$ cat src/rtl/mac_pkg.sv
// Shared types and width helpers for the MAC result writer.
package mac_pkg;

    typedef enum logic [1:0] {
        StIdle,
        StAccum,
        StWrite,
        StDone
    } state_t;

    localparam int unsigned DEFAULT_M          = 2;
    localparam int unsigned DEFAULT_K          = 2;
    localparam int unsigned DEFAULT_N          = 2;
    localparam int unsigned DEFAULT_DATA_WIDTH = 32;

    // Product width plus enough headroom to sum K products without wrapping.
    function automatic int unsigned result_width(input int unsigned data_width,
                                                 input int unsigned k);
        return 2 * data_width + $clog2(k);
    endfunction

endpackage

$ cat src/rtl/mac_acc_lane.sv
// Accumulator register with its adder; clear takes priority over load.
module mac_acc_lane #(
    parameter int unsigned WIDTH = 65
) (
    input  logic             clk,
    input  logic             resetn,
    input  logic             clear,
    input  logic             load,
    input  logic [WIDTH-1:0] addend,
    output logic [WIDTH-1:0] acc,
    output logic [WIDTH-1:0] sum
);

    logic [WIDTH-1:0] acc_q;

    assign sum = acc_q + addend;
    assign acc = acc_q;

    always_ff @(posedge clk or negedge resetn) begin
        if (!resetn) begin
            acc_q <= '0;
        end else if (clear) begin
            acc_q <= '0;
        end else if (load) begin
            acc_q <= sum;
        end
    end

endmodule

$ cat src/rtl/mac_result_writer.sv
// Accumulates tagged A*B products into C elements and writes them row-major.
// Optional RESULT_PARITY_EN adds a result_parity output (XOR of wr_data).
module mac_result_writer
    import mac_pkg::*;
#(
    parameter int unsigned M                        = DEFAULT_M,
    parameter int unsigned K                        = DEFAULT_K,
    parameter int unsigned N                        = DEFAULT_N,
    parameter int unsigned DATA_WIDTH_INIT_MATRIX   = DEFAULT_DATA_WIDTH,
    parameter int unsigned DATA_WIDTH_RESULT_MATRIX = result_width(DATA_WIDTH_INIT_MATRIX, K)
) (
    input  logic                                clk,
    input  logic                                resetn,
    input  logic                                start,
    input  logic                                prod_valid,
    output logic                                prod_ready,
    input  logic [2*DATA_WIDTH_INIT_MATRIX-1:0] prod_data,
    input  logic [$clog2(M)-1:0]                prod_row,
    input  logic [$clog2(N)-1:0]                prod_col,
    input  logic [$clog2(K)-1:0]                prod_k,
    output logic                                wr_valid,
    input  logic                                wr_ready,
    output logic [$clog2(M)-1:0]                wr_row_addr,
    output logic [$clog2(N)-1:0]                wr_col_addr,
    output logic [DATA_WIDTH_RESULT_MATRIX-1:0] wr_data,
    output logic                                busy,
    output logic                                done,
    output logic                                err
`ifdef RESULT_PARITY_EN
    ,
    output logic                                result_parity
`endif
);

    localparam int unsigned RW = $clog2(M);
    localparam int unsigned CW = $clog2(N);
    localparam int unsigned KW = $clog2(K);
    localparam int unsigned DW = DATA_WIDTH_RESULT_MATRIX;

    localparam logic [RW-1:0] M_LAST = RW'(M - 1);
    localparam logic [CW-1:0] N_LAST = CW'(N - 1);
    localparam logic [KW-1:0] K_LAST = KW'(K - 1);

    state_t          state_q, state_d;
    logic [RW-1:0]   i_q, i_d;
    logic [CW-1:0]   j_q, j_d;
    logic [KW-1:0]   k_q, k_d;
    logic            err_q, err_d;
    logic [RW-1:0]   wr_row_q, wr_row_d;
    logic [CW-1:0]   wr_col_q, wr_col_d;
    logic [DW-1:0]   wr_data_q, wr_data_d;

    logic            acc_clear;
    logic            acc_load;
    logic [DW-1:0]   acc_value;
    logic [DW-1:0]   acc_sum;

    mac_acc_lane #(
        .WIDTH (DW)
    ) u_acc_lane (
        .clk    (clk),
        .resetn (resetn),
        .clear  (acc_clear),
        .load   (acc_load),
        .addend (DW'(prod_data)),
        .acc    (acc_value),
        .sum    (acc_sum)
    );

    always_comb begin
        state_d   = state_q;
        i_d       = i_q;
        j_d       = j_q;
        k_d       = k_q;
        err_d     = err_q;
        wr_row_d  = wr_row_q;
        wr_col_d  = wr_col_q;
        wr_data_d = wr_data_q;
        acc_clear = 1'b0;
        acc_load  = 1'b0;

        unique case (state_q)
            StIdle: begin
                if (start) begin
                    state_d   = StAccum;
                    acc_clear = 1'b1;
                    i_d       = '0;
                    j_d       = '0;
                    k_d       = '0;
                    err_d     = 1'b0;
                end
            end
            StAccum: begin
                if (prod_valid) begin
                    acc_load = 1'b1;
                    // Mis-tagged products still count; only the flag records it.
                    if (prod_row != i_q || prod_col != j_q || prod_k != k_q) begin
                        err_d = 1'b1;
                    end
                    if (k_q == K_LAST) begin
                        wr_data_d = acc_sum;
                        wr_row_d  = i_q;
                        wr_col_d  = j_q;
                        acc_clear = 1'b1;
                        k_d       = '0;
                        state_d   = StWrite;
                    end else begin
                        k_d = k_q + 1'b1;
                    end
                end
            end
            StWrite: begin
                if (wr_ready) begin
                    if (i_q == M_LAST && j_q == N_LAST) begin
                        i_d     = '0;
                        j_d     = '0;
                        state_d = StDone;
                    end else begin
                        state_d = StAccum;
                        if (j_q == N_LAST) begin
                            j_d = '0;
                            i_d = i_q + 1'b1;
                        end else begin
                            j_d = j_q + 1'b1;
                        end
                    end
                end
            end
            StDone: begin
                state_d = StIdle;
            end
            default: begin
                state_d = StIdle;
            end
        endcase
    end

    always_ff @(posedge clk or negedge resetn) begin
        if (!resetn) begin
            state_q   <= StIdle;
            i_q       <= '0;
            j_q       <= '0;
            k_q       <= '0;
            err_q     <= 1'b0;
            wr_row_q  <= '0;
            wr_col_q  <= '0;
            wr_data_q <= '0;
        end else begin
            state_q   <= state_d;
            i_q       <= i_d;
            j_q       <= j_d;
            k_q       <= k_d;
            err_q     <= err_d;
            wr_row_q  <= wr_row_d;
            wr_col_q  <= wr_col_d;
            wr_data_q <= wr_data_d;
        end
    end

    assign prod_ready  = (state_q == StAccum);
    assign wr_valid    = (state_q == StWrite);
    assign busy        = (state_q != StIdle);
    assign done        = (state_q == StDone);
    assign err         = err_q;
    assign wr_row_addr = wr_row_q;
    assign wr_col_addr = wr_col_q;
    assign wr_data     = wr_data_q;

`ifdef RESULT_PARITY_EN
    assign result_parity = wr_valid & (^wr_data_q);
`endif

endmodule

$ cat config.mk
export PLATFORM = sky130hd
export DESIGN_NAME = mac_result_writer
export DESIGN_NICKNAME = d
export VERILOG_FILES = /design/src/rtl/mac_pkg.sv /design/src/rtl/mac_acc_lane.sv /design/src/rtl/mac_result_writer.sv
export SDC_FILE = /design/constraint.sdc
export NUM_CORES = 1
export LEC_CHECK = 0
export BUFFER_PORTS_ARGS = -buffer_cell sky130_fd_sc_hd__buf_4
export CORE_ASPECT_RATIO = 0.6
export CORE_MARGIN = 2
export CORE_UTILIZATION = 50
export CTS_CLUSTER_SIZE = 12
export DETAILED_ROUTE_END_ITERATION = 6
export PLACE_DENSITY = 0.74
export SLEW_MARGIN = 0
export SYNTH_ARGS = -nofsm -noshare
export SYNTH_HDL_FRONTEND = slang
export SYNTH_HIERARCHICAL = 1
export SYNTH_SLANG_ARGS = --single-unit
export TNS_END_PERCENT = 1
$ cat constraint.sdc
create_clock -name clk -period 3.1 [get_ports clk]
set_input_delay 0.62 -clock clk [delete_from_list [all_inputs] [get_ports clk]]
set_output_delay 0.62 -clock clk [all_outputs]
set_load 0.02 [all_outputs]
# Word level (Yosys, flattened, before mapping)
# Index checks and enable logic that the tools add are counted.
# totals
register_bits	138
wordCells	68
input_bits	72
out_inout_bits	72
# op_classes
n_mux	29
reduce_logical	14
n_eq_ne	12
n_addsub	4
# op_table
operator	n
2-to-1 mux 65 bit	2
adder 65 x 64 -> 65 bit	1
2-to-1 mux 1 bit	16
AND reduction 4 bit	3
2-to-1 mux 2 bit	5
one-hot mux 1 bit (2 select lines)	5
AND reduction 3 bit	3
one-hot mux 2 bit (4 select lines)	1
nonzero test 2 bit	4
!= test 2 x 1 -> 1 bit, second input constant	3
equality test 2 bit, second input constant	2
!= test 2 bit, second input constant	2
adder 1 bit, second input constant	3
!= test 1 bit	3
!= test 3 x 1 -> 1 bit, second input constant	1
equality test 2 x 1 -> 1 bit, second input constant	1
logical NOT 2 bit	1
logical OR 1 bit	2
logical AND 1 bit	1

# Longest topological paths before layout
# Gate-level depths: netlist of run 1.
# logic_depth
word_depth	6
mapped_depth	13
mapped_depth_nobuf	13

# Modules after synthesis
# The synthesis of run 1 kept the hierarchy.
# by_module_without_submodules
mod	cells_each	seq_area_each_um2	area_each_um2	instances
mac_acc_lane	827	1626.6	6640.1	1
mac_result_writer	192	1826.8	2904.0	1

# Least setup slack after synthesis of run 1
# No wires, ideal clock.
# synth_timing
path_kind	input port to flip-flop
start	input port prod_data[0]
end	register wr_data_q[62] (netlist: wr_data[62])
path_slack_ps	-45
arrival_time_ps	3020
required_ps	2975
setup_ps	125
path_buffers	0
cell_stages	13
cell_sequence	ha_1 > inv_1 > fa_1 > nor2b_1 > o31a_1 > o31a_1 > o211ai_1 > nand3_1 > o211ai_1 > a21oi_1 > or3_1 > and2_1 > mux2_2
# synth_via
elab_chain_len	1
# synth_lines
element	line	source
from (decl)	mac_result_writer.sv:17	input logic [2*DATA_WIDTH_INIT_MATRIX-1:0] prod_data,
adder 65 x 64 -> 65 bit	mac_acc_lane.sv:16	assign sum = acc_q + addend;
via acc_sum[62]	mac_result_writer.sv:56	logic [DW-1:0] acc_sum;
to (signal assigned)	mac_result_writer.sv:156	wr_data_q <= wr_data_d;
to (decl)	mac_result_writer.sv:51	logic [DW-1:0] wr_data_q, wr_data_d;
# The timed path passes the listed nets, and every way through them passes these cells.
# A chain may end at the register's enable or synchronous reset.

# Worst setup path in the final report of run 1
# layout_timing
start	register u_acc_lane.acc_q[20] (netlist: u_acc_lane/acc[20])
end	register wr_data_q[52] (netlist: wr_data[52])
# layout_via
elab_chain_len	1
# layout_lines
element	line	source
from (decl)	mac_acc_lane.sv:14	logic [WIDTH-1:0] acc_q;
from (signal assigned)	mac_acc_lane.sv:25	acc_q <= sum;
adder 65 x 64 -> 65 bit	mac_acc_lane.sv:16	
via acc_sum[52]	mac_result_writer.sv:56	
# The timed path passes the listed nets, and every way through them passes these cells.

==> results of run 1 <==
-- cells in the final DEF, fill, tap and decap left out, types with 3 or more instances in the layout --
master | Yosys | layout
o21ai_1 | 6 | 13
mux2_2 | 59 | 59
or3_1 | 8 | 7
nand4_1 | 20 | 20
a22o_1 | 12 | 12
inv_8 | 0 | 4
mux2i_1 | 38 | 38
buf_4 | 1 | 330
nor4_1 | 7 | 5
and2_1 | 4 | 4
a21o_1 | 21 | 21
o21a_1 | 10 | 10
a221o_1 | 4 | 4
o211ai_1 | 10 | 10
mux2_4 | 8 | 8
ha_1 | 64 | 61
nor2_1 | 107 | 107
o21ai_0 | 56 | 45
nor2b_1 | 11 | 11
xnor2_1 | 33 | 32
dfrtp_1 | 138 | 138
nand3_1 | 13 | 12
a31oi_2 | 0 | 3
a21oi_1 | 91 | 81
o21ai_2 | 1 | 4
clkbuf_16 | 0 | 17
a31oi_1 | 10 | 7
a211oi_2 | 1 | 4
a211o_1 | 4 | 4
o21bai_1 | 15 | 13
o31ai_1 | 9 | 8
xor2_1 | 28 | 26
inv_6 | 0 | 6
nand2_1 | 67 | 67
nand2b_1 | 7 | 7
nor3_1 | 13 | 12
inv_1 | 26 | 25
nor3b_1 | 7 | 6
a21oi_2 | 0 | 9
a211oi_1 | 11 | 8
-- routing by layer --
| metal | share of wire [%] | vias up |
|---|---|---|
| met5 | 0 | - |
| met4 | 1.1 | 0 |
| met3 | 9.5 | 27 |
| met2 | 41 | 364 |
| met1 | 49 | 4297 |
| li1 | - | 4321 |
-- cells by family after synthesis --
| family | after synthesis |
|---|---|
| AO/OA/AOI/OAI | 290 |
| XOR/XNOR | 61 |
| adder cells (fa/ha/maj) | 65 |
| buffers and inverters | 79 |
| flip-flops | 138 |
| multiplexers | 105 |
| other | 1 |
| AND/OR/NAND/NOR | 280 |
-- synthesized netlist by cell type (3+ instances only) --
master / n
dfrtp_1: 138
nor2_1: 107
a21oi_1: 91
nand2_1: 67
ha_1: 64
mux2_2: 59
o21ai_0: 56
mux2i_1: 38
clkbuf_1: 36
xnor2_1: 33
xor2_1: 28
inv_1: 26
a21o_1: 21
nand4_1: 20
o21bai_1: 15
nand3_1: 13
nor3_1: 13
a22o_1: 12
a211oi_1: 11
nor2b_1: 11
a31oi_1: 10
o211ai_1: 10
o21a_1: 10
buf_2: 9
o31ai_1: 9
mux2_4: 8
or3_1: 8
nand2b_1: 7
nor3b_1: 7
nor4_1: 7
o21ai_1: 6
a211o_1: 4
a221o_1: 4
and2_1: 4
a21boi_0: 3
buf_1: 3
buf_6: 3
-- final cells by class --
cell class                      count  area, µm²  area share, %
Clock inverter                     14        128          0.987
Inverter                           26       97.6          0.755
Sequential cell                   138       3450           26.7
Tap cell                          246        308           2.38
Multi-Input combinational cell    803       6010           46.5
Timing Repair Buffer              332       2510           19.4
Clock buffer                       18        429           3.32
-- report_power, final --
part	switching [mW]	total (mW)	internal, mW
clock network	0.915	1.98	1.06
registers	0.535	3.17	2.63
logic	4.81	8.96	4.15
-- state kept, by name (all words and copies together) (netlist names) --
signal          cells
u_acc_lane/acc     65
wr_data            65
state_q             2
err                 1
i_q                 1
j_q                 1
k_q                 1
wr_col_addr         1
wr_row_addr         1
-- per-stage QoR --
stage / hold slack [ns] / worst slack [ns] / TNS (ns) / util [%]
after floorplan: 0.324 / -0.0451 / -0.0564 / -
after global placement: 0.486 / -0.553 / -18.75 / 64.2
after detailed placement: 0.491 / -0.556 / -21.54 / 64.2
after CTS: 0.143 / -0.0954 / -0.208 / 67.4
after global routing: 0.159 / -0.138 / -0.905 / 68.5
final: 0.139 / -0.0518 / -0.0646 / 68.5
-- worst paths after layout --
kind,startpoint,endpoint,slack (ns)
worst min register to register,wr_data[58],wr_data[58],0.50
max in group asynchronous,resetn,wr_data[13],2.28
worst max register to register,u_acc_lane/acc[20],wr_data[52],-0.05
worst min-delay path,resetn,wr_data[31],0.14
worst max-delay path,u_acc_lane/acc[20],wr_data[52],-0.05
min in group clk,wr_ready,state_q[0],0.48
-- what timing repair did --
| action | in CTS | in global routing |
|---|---|---|
| resized for setup | 11 | 46 |
| setup endpoints to repair | 26 | 55 |
| buffers inserted | 0 | 2 |
| cloned | 0 | 0 |
| pin swaps | 3 | 13 |
==> results.cfg, run 1 <==
[setup_path]
cp_max_fo = 6
cpPeakStageDelay_ns = 0.45
path_delay_family = simple AND/OR/NAND/NOR gates
worstPathRequired_ns = 3.43
cpMaxStageDelayCell = or3_4
ff2ff_path_depth = 11
cp.depth = 11
crit_chain = ha_1 > nand3_2 > or3_4 > nor4_4 > o21ai_2 > a31oi_4 > nor2_4 > o41ai_4 > xor2_2 > buf_4 > mux2_2
criticalPathCategory = flip-flop to flip-flop
end_kind = flip-flop
worst-path-buf-inv = 1
setup.worst_path.start_class = flip-flop
arrival_ns = 3.48

[yosys]
netlist_area_um2 = 9540
synth_flop_cell = dfrtp_1
synth_seq_cells = 138
synth_edf_count = 0
synth_cell_types = 74
synthAdderAreaFrac_pct = 8.60
synth-simple-area-share_pct = 14.0
synth_area_leaders = dfrtp_1, ha_1, mux2_2, a21oi_1, nor2_1
synth_xor_area_share_pct = 5.60
synthArstFlopShare_pct = 100
synth_mux_area_share_pct = 12.2
ys_warn_count = 6
synth_compound_area_share_pct = 19.9
syn-instance-count = 1019
syn_avg_cell_area_um2 = 9.37
synth_top_area_share_pct = 36.2
synth_top_family_by_area = compound AO/OA/AOI/OAI gates
yosysSeqAreaShare_pct = 36.2
synth.largest_area_cell = dfrtp_1

[layout]
synthToLayoutAreaGrowth_pct = 35.5
fill_cells = 1481
final_cells = 1577
insertedDiodeCount = 0
fin_nets = 1455
design_area_um2 = 12900
post_route_cells_drive_above_1_share_pct = 36.7

[timing]
min_period_over_period_pct = 102
tightestPinTransition_ns = 1.02
fin_crit_ns = 3.15
fmax_mhz = 317
clock_skew_ns = 0.00861
slew_headroom_pct = 32.2
finalHoldViolations = 0
setup_slack_ns = -0.0518
rsz0062_at_grt = yes
setup_viol = 3
drv_slew = 0

[routing]
drt_iter0_markers = 755
wl_mm = 29.2
drtPass1Iterations = 5
vias = 9009
post-route-drc-count = 0
postRouteAntennaNets = 0
wl_per_cell_um = 18.5
viasPerCell = 5.71

[power_and_ir_drop]
p_per_area_nw_per_um2 = 1090
p_leak_nw = 6.23
p_total_mw = 14.1
peakVddDrop_mv = 0.685

[job]
max_cap_violations = 0

[global_route]
grt_pass1_vias = 8847
grt_util_met3_pct = 9.95
grt_use_total_pct = 29.7
antenna_found_initial = 0
grt_start_max_net_pins = 69
use_met2_pct = 40.8
globalRoute.busiestLayer = met1
grt_pass1_wl_mm = 47.1
grt_use_met1_pct = 44.7
overflow = 0

[die]
core-area_um2 = 18900
start_util_pct = 50.5
dieHeight_um = 111
row_count = 39
die-area_um2 = 20200
die_w_um = 182
pin_count = 144

[outcome]
violations = negative setup slack
status = complete, but fails checks

[hold_path]
holdCritPathClass = input pin to async pin

[clock_network]
clockBufferDepth = 2
clk_pin_slew_worst_paths_ns = 0.07
cts-buffers-inserted = 17
clkLatencyLatePin_ns = 0.44
tritoncts = built
clockRootBuffer = clkbuf_16
htree_num_levels = 4
clock_sinks = 138
holdBufCountCts = 0

[place]
gp_congestion = 0.993
port_buffers = 143
dp_hpwl_mm = 22.2
place_area_um2 = 12100
dp.cells = 1543
Note: power is estimated with default switching activity, not from simulation.
==> run 2: changes to the inputs <==
--- a/config.mk
+++ b/config.mk
@@ -11,10 +11,10 @@
 export CORE_UTILIZATION = 50
 export CTS_CLUSTER_SIZE = 12
 export DETAILED_ROUTE_END_ITERATION = 6
-export PLACE_DENSITY = 0.74
+export PLACE_DENSITY = 0.72
+export SETUP_SLACK_MARGIN = 0.2
 export SLEW_MARGIN = 0
 export SYNTH_ARGS = -nofsm -noshare
 export SYNTH_HDL_FRONTEND = slang
-export SYNTH_HIERARCHICAL = 1
 export SYNTH_SLANG_ARGS = --single-unit
 export TNS_END_PERCENT = 1
==> constraint.sdc (replaced) <==
create_clock -name clk -period 3.15 [get_ports clk]
set_input_delay 0.63 -clock clk [delete_from_list [all_inputs] [get_ports clk]]
set_output_delay 0.63 -clock clk [all_outputs]
set_load 0.02 [all_outputs]
==> results.cfg, run 2 <==
[outcome]
status = complete, but fails checks
violations = negative setup slack

[power_and_ir_drop]
power.switching_mw = 6.62
switching_share_pct = 44.4
peakVddDrop_mv = 0.587
power.internal_mw = 8.28
p_clk_share_pct = 13.2
comb_power_share_pct = 65.4
p_leak_nw = 6.20
p_seq_share_pct = 21.4
p_per_area_nw_per_um2 = 1160

[die]
die-area_um2 = 19200
row_count = 38
core-area_um2 = 17900
start_util_pct = 50.5
dieHeight_um = 108
pin_count = 144
die_w_um = 177

[setup_path]
worstPathRequired_ns = 3.47
r2r-end = u_acc_lane.acc[62]
worst-path-buf-inv = 1
ff2ff_path_depth = 11
criticalPathCategory = flip-flop to flip-flop
cp_max_fo = 4
crit_chain = ha_4 > a21o_1 > buf_4 > a221oi_4 > or3_4 > a2111oi_4 > nor3_2 > o41a_1 > o221a_2 > mux2i_1 > a221o_1
cpPeakStageDelay_ns = 0.43
cpMaxStageDelayCell = o41a_1
end_kind = flip-flop
r2r-start = u_acc_lane.acc[4]
rrSetupSlack_ns = -0.05
arrival_ns = 3.51
path_delay_family = compound AO/OA/AOI/OAI gates
setup.worst_path.start_class = flip-flop

[yosys]
syn_avg_cell_area_um2 = 9.14
synth_flop_cell = dfrtp_1
synth_top_cells_by_count = nand2_1, dfrtp_1, a21oi_1
synth_top_area_share_pct = 38.2
synth_edf_count = 0
synthArstFlopShare_pct = 100
synth_cell_types = 67
synth_area_leaders = dfrtp_1, ha_1, nand2_1, a22o_1, mux2_2
synth_seq_cells = 138
yosysSeqAreaShare_pct = 38.2
netlist_area_um2 = 9030
syn-num-nets = 1125
ys_warn_count = 0
syn-instance-count = 988
yosysMostFrequentCell = nand2_1
synth.largest_area_cell = dfrtp_1

[place]
gp_congestion = 0.958
dp_hpwl_mm = 21.4
place_area_um2 = 11600
port_buffers = 143

[layout]
layout_common_cells = buf_4, nand2_1, dfrtp_1, a21oi_1, nor2_1
fin_nets = 1409
mostFrequentLayoutCell = buf_4
fill_cells = 1361
seq_area_um2 = 3450
multi_input_area_um2 = 6000
post_route_cells_drive_above_1_share_pct = 37.4
synthToLayoutAreaGrowth_pct = 42.3
design_area_um2 = 12900
insertedDiodeCount = 0

[global_route]
grt_start_max_net_pins = 60
grt_use_total_pct = 30.5
grt_pass1_wl_mm = 45.6
antenna_found_initial = 0
grt_pass1_vias = 8577
overflow = 0

[timing]
fin_crit_ns = 3.20
slew_headroom_pct = 60.7
drv_slew = 0
setup_viol = 1
setup_slack_ns = -0.0487
min_period_over_period_pct = 102
rsz0062_at_grt = yes
fmax_mhz = 313
clock_skew_ns = 0.0105
tns_ns = -0.0487
tightestPinTransition_ns = 0.587
finalHoldViolations = 0

[routing]
postRouteAntennaNets = 0
drt_iter0_markers = 826
wl_mm = 29.2
drtPass1Iterations = 5
met1_length_mm = 14.5
highest_layer = met4
post-route-drc-count = 0
wl_per_cell_um = 19.2
viasPerCell = 5.88
wl_met2_mm = 11.7
route.met3.wl_mm = 2.58
vias = 8973

[clock_network]
clkLatencyLatePin_ns = 0.43
clockRootBuffer = clkbuf_16
clock_sinks = 138
holdBufCountCts = 0
cts-buffers-inserted = 17
htree_num_levels = 4
tritoncts = built
clockBufferDepth = 2
clk_pin_slew_worst_paths_ns = 0.06

[job]
max_cap_violations = 0

[hold_path]
holdCritPathClass = input pin to async pin
-- run 2: cell types whose count changed in the layout (fill, tap and decap cells not counted), sizes merged, moves of 19 or more --
cell   before  now
mux2       67   38
mux2i      38    3
inv        36   17
a22o       12   55
nor2      108   60
nand2      68  150
-- run 2: kinds of logic after synthesis --
family | share of synthesized area (%)
AOI/OAI and AO/OA | 24.1
xor gates and xnor gates | 5.53
and+or+nand+nor | 14.9
muxes | 5.07
adders and majority gates | 9.09
DFF | 38.2
buffers and inverters | 3.05
-- run 2: worst register-to-register path: cells and delay by family (launching register included) --
| family | cells | cell delay, ns |
|---|---|---|
| buffers and inverters | 1 | 0.13 |
| multiplexers | 1 | 0.16 |
| flip-flops | 1 | 0.42 |
| AND/OR/NAND/NOR | 2 | 0.47 |
| adder cells (fa/ha/maj) | 1 | 0.30 |
| AO/OA/AOI/OAI | 6 | 1.61 |
-- run 2: stage by stage --
step           hold WS (ns)  std cells  setup slack [ns]  total power [mW]  util (%)
6_report              0.149       1525           -0.0487              14.9      71.9
5_1_grt               0.186       1525            -0.101              15.8      71.9
4_1_cts               0.164       1522            -0.115              14.1      69.2
3_5_place_dp          0.467       1482            -0.537              11.8      64.7
3_3_place_gp          0.459       1482            -0.450              11.6      64.7
2_1_floorplan         0.334        988           -0.0539              8.26         -
-- run 2: final cells by class --
cell class                 instances  share of cell area (%)
sequential                       138                    26.9
multi-input combinational        778                    46.6
clock buffer                      21                    3.66
inverter                          17                   0.496
timing repair buffer             320                    19.2
clock inverter                    11                   0.750
tap                              240                    2.34
-- run 2: worst max path at each step --
stage | from | endpoint | cells after the start
after floorplan | prod_data[10] | u_acc_lane.acc[62] | 11
after global placement | prod_data[4] | wr_data[53] | 12
after detailed placement | prod_data[4] | wr_data[53] | 12
after CTS | u_acc_lane.acc[0] | wr_data[54] | 11
after global routing | u_acc_lane.acc[13] | u_acc_lane.acc[62] | 11
final | u_acc_lane.acc[4] | u_acc_lane.acc[62] | 11
-- run 2: per-layer routing --
layer | vias up | track usage (%)
met5 | - | 0
met4 | 0 | 6.79
met3 | 39 | 6.43
met2 | 415 | 42.1
met1 | 4328 | 48.2
li1 | 4191 | -
-- run 2: power groups by stage --
stage                     registers (mW)  logic (mW)  clock network (mW)
final                               3.19        9.74                1.97
after CTS                           3.18        8.91                1.99
after floorplan                     3.55        4.72                   0
after detailed placement            3.18        8.59                   0
after global routing                3.29        10.5                2.08
after global placement              3.15        8.49                   0
-- run 2: what timing repair did --
action,CTS,global route
resized for setup,34,93
hold endpoints to repair,0,0
gates cloned,0,0
pin swaps,30,72
setup endpoints to repair,66,80
setup buffers,8,3
==> run 3: changes to the inputs <==
--- a/config.mk
+++ b/config.mk
@@ -5,8 +5,8 @@
 export SDC_FILE = /design/constraint.sdc
 export NUM_CORES = 1
 export LEC_CHECK = 0
-export BUFFER_PORTS_ARGS = -buffer_cell sky130_fd_sc_hd__buf_4
-export CORE_ASPECT_RATIO = 0.6
+export BUFFER_PORTS_ARGS = -buffer_cell sky130_fd_sc_hd__buf_2
+export CORE_ASPECT_RATIO = 1.2
 export CORE_MARGIN = 2
 export CORE_UTILIZATION = 50
 export CTS_CLUSTER_SIZE = 12
==> results.cfg, run 3 (synthesis results as in run 2) <==
[layout]
multi_input_area_um2 = 5770
layout_common_cells = buf_4, nand2_1, buf_2, dfrtp_1, a21oi_1
insertedDiodeCount = 0
seq_area_um2 = 3450
fin_nets = 1385
fill_cells = 1425
post_route_cells_drive_above_1_share_pct = 34.8
final_cells = 1480
mostFrequentLayoutCell = buf_4
synthToLayoutAreaGrowth_pct = 33.5

[timing]
tightestPinTransition_ns = 0.672
clock_skew_ns = 0.0107
fin_crit_ns = 3.15
finalHoldViolations = 0
rsz0062_at_grt = yes
setup_viol = 1
setup_slack_ns = -0.00230
slew_headroom_pct = 55.2
min_period_over_period_pct = 100
whs_ns = 0.213
drv_slew = 0
fmax_mhz = 317

[routing]
vias = 8732
wl_per_cell_um = 18.1
post-route-drc-count = 0
drt_iter0_markers = 588
wl_mm = 26.8
postRouteAntennaNets = 0
drtPass1Iterations = 5
viasPerCell = 5.90

[die]
start_util_pct = 51.2
die-area_um2 = 19200
die_w_um = 127
pin_count = 144
row_count = 53
core-area_um2 = 17600
dieHeight_um = 151

[setup_path]
setup.worst_path.start_class = flip-flop
cpMaxStageDelayCell = o41a_1
arrival_ns = 3.46
worstPathRequired_ns = 3.46
end_kind = flip-flop
crit_chain = ha_2 > fa_2 > a21o_1 > a221oi_4 > or3_4 > a2111oi_4 > nor3_2 > o41a_1 > o221a_2 > mux2i_1 > a221o_1
criticalPathCategory = flip-flop to flip-flop
cpPeakStageDelay_ns = 0.42
cp_max_fo = 4

[clock_network]
clkLatencyLatePin_ns = 0.43
clock_sinks = 138
clockRootBuffer = clkbuf_16
clockBufferDepth = 2
tritoncts = built
cts-buffers-inserted = 17
clk_pin_slew_worst_paths_ns = 0.06
htree_num_levels = 4
holdBufCountCts = 0
post-cts-setup-buffers = 0

[power_and_ir_drop]
p_leak_nw = 5.88
comb_power_share_pct = 62.5
p_clk_share_pct = 14.9
power.internal_mw = 7.79
p_seq_share_pct = 22.6
switching_share_pct = 44.0
peakVddDrop_mv = 0.578
p_total_mw = 13.9
p_per_area_nw_per_um2 = 1150
power.switching_mw = 6.13

[global_route]
grt_use_total_pct = 27.7
grt_pass1_vias = 8539
grt_pass1_wl_mm = 42.4
overflow = 0
grt_start_max_net_pins = 67
antenna_found_initial = 0

[place]
gp_congestion = 0.937
port_buffers = 143
dp_hpwl_mm = 19.3
dp.cells = 1449

[outcome]
status = complete, but fails checks
violations = negative setup slack

[job]
max_cap_violations = 0

[hold_path]
holdCritPathClass = input pin to async pin
-- run 3: cell count changes in the layout (fill, tap and decap cells not counted), sizes merged --
cell	previous run	this run
clkbuf	21	20
clkinv	8	5
inv	17	18
buf	320	296
bufinv	1	3
-- run 3: area by class of cell --
| cell class | instances | share of cell area, % |
|---|---|---|
| clock buffers | 20 | 3.71 |
| clock inverters | 11 | 1.21 |
| inverters | 17 | 0.529 |
| multi-input cells | 778 | 47.9 |
| flip-flops and latches | 138 | 28.6 |
| well taps | 220 | 2.28 |
| repair buffers | 296 | 15.8 |
-- run 3: layer usage --
layer / wire [µm] / up-vias / global-route usage [%]
li1: - / 4147 / -
met1: 11900 / 4209 / 37.7
met2: 12600 / 319 / 45.5
met3: 1450 / 57 / 3.96
met4: 760 / 0 / 10.1
met5: 0 / - / 0
-- run 3: worst paths after layout --
check,startpoint,end,slack (ns),depth (start not counted)
worst max-delay path,u_acc_lane.acc[0],u_acc_lane.acc[62],-0.002,11
worst min-delay path,resetn,wr_data[43],0.21,1
min in group clk,start,err,0.43,2
max in group asynchronous,resetn,wr_data[60],2.12,2
worst min register to register,wr_data[3],wr_data[3],0.46,2
worst max register to register,u_acc_lane.acc[0],u_acc_lane.acc[62],-0.002,11
-- run 3: power by group through the flow --
stage | Sequential [mW] | Clock (mW) | Combinational, mW
finish | 3.15 | 2.07 | 8.70
detailed placement | 3.14 | 0 | 8.14
CTS | 3.14 | 2.09 | 8.38
global placement | 3.12 | 0 | 8.03
global route | 3.26 | 2.17 | 9.43
floorplan | 3.55 | 0 | 4.72
-- run 3: stage by stage --
step	utilization [%]	setup slack [ns]	setup TNS, ns	area (µm²)
4_1_cts	67.3	-0.0115	-0.0115	11900
3_3_place_gp	62.8	-0.357	-12.89	11100
5_1_grt	68.3	-0.132	-0.393	12100
6_report	68.3	-0.00230	-0.00230	12100
3_5_place_dp	62.8	-0.416	-16.61	11100
2_1_floorplan	-	-0.0539	-0.0775	9120
-- run 3: repair_timing --
item,CTS,global route
gates resized for setup,40,34
pin swaps,19,29
endpoints found under the setup margin,55,62
-- run 3: worst max-delay path, delay by kind of cell, from the launching register on --
kind	cells	cell delay (ns)
multiplexers	1	0.14
AO/OA/AOI/OAI	6	1.64
AND/OR/NAND/NOR	2	0.53
flip-flops	1	0.35
adder cells (fa/ha/maj)	2	0.39
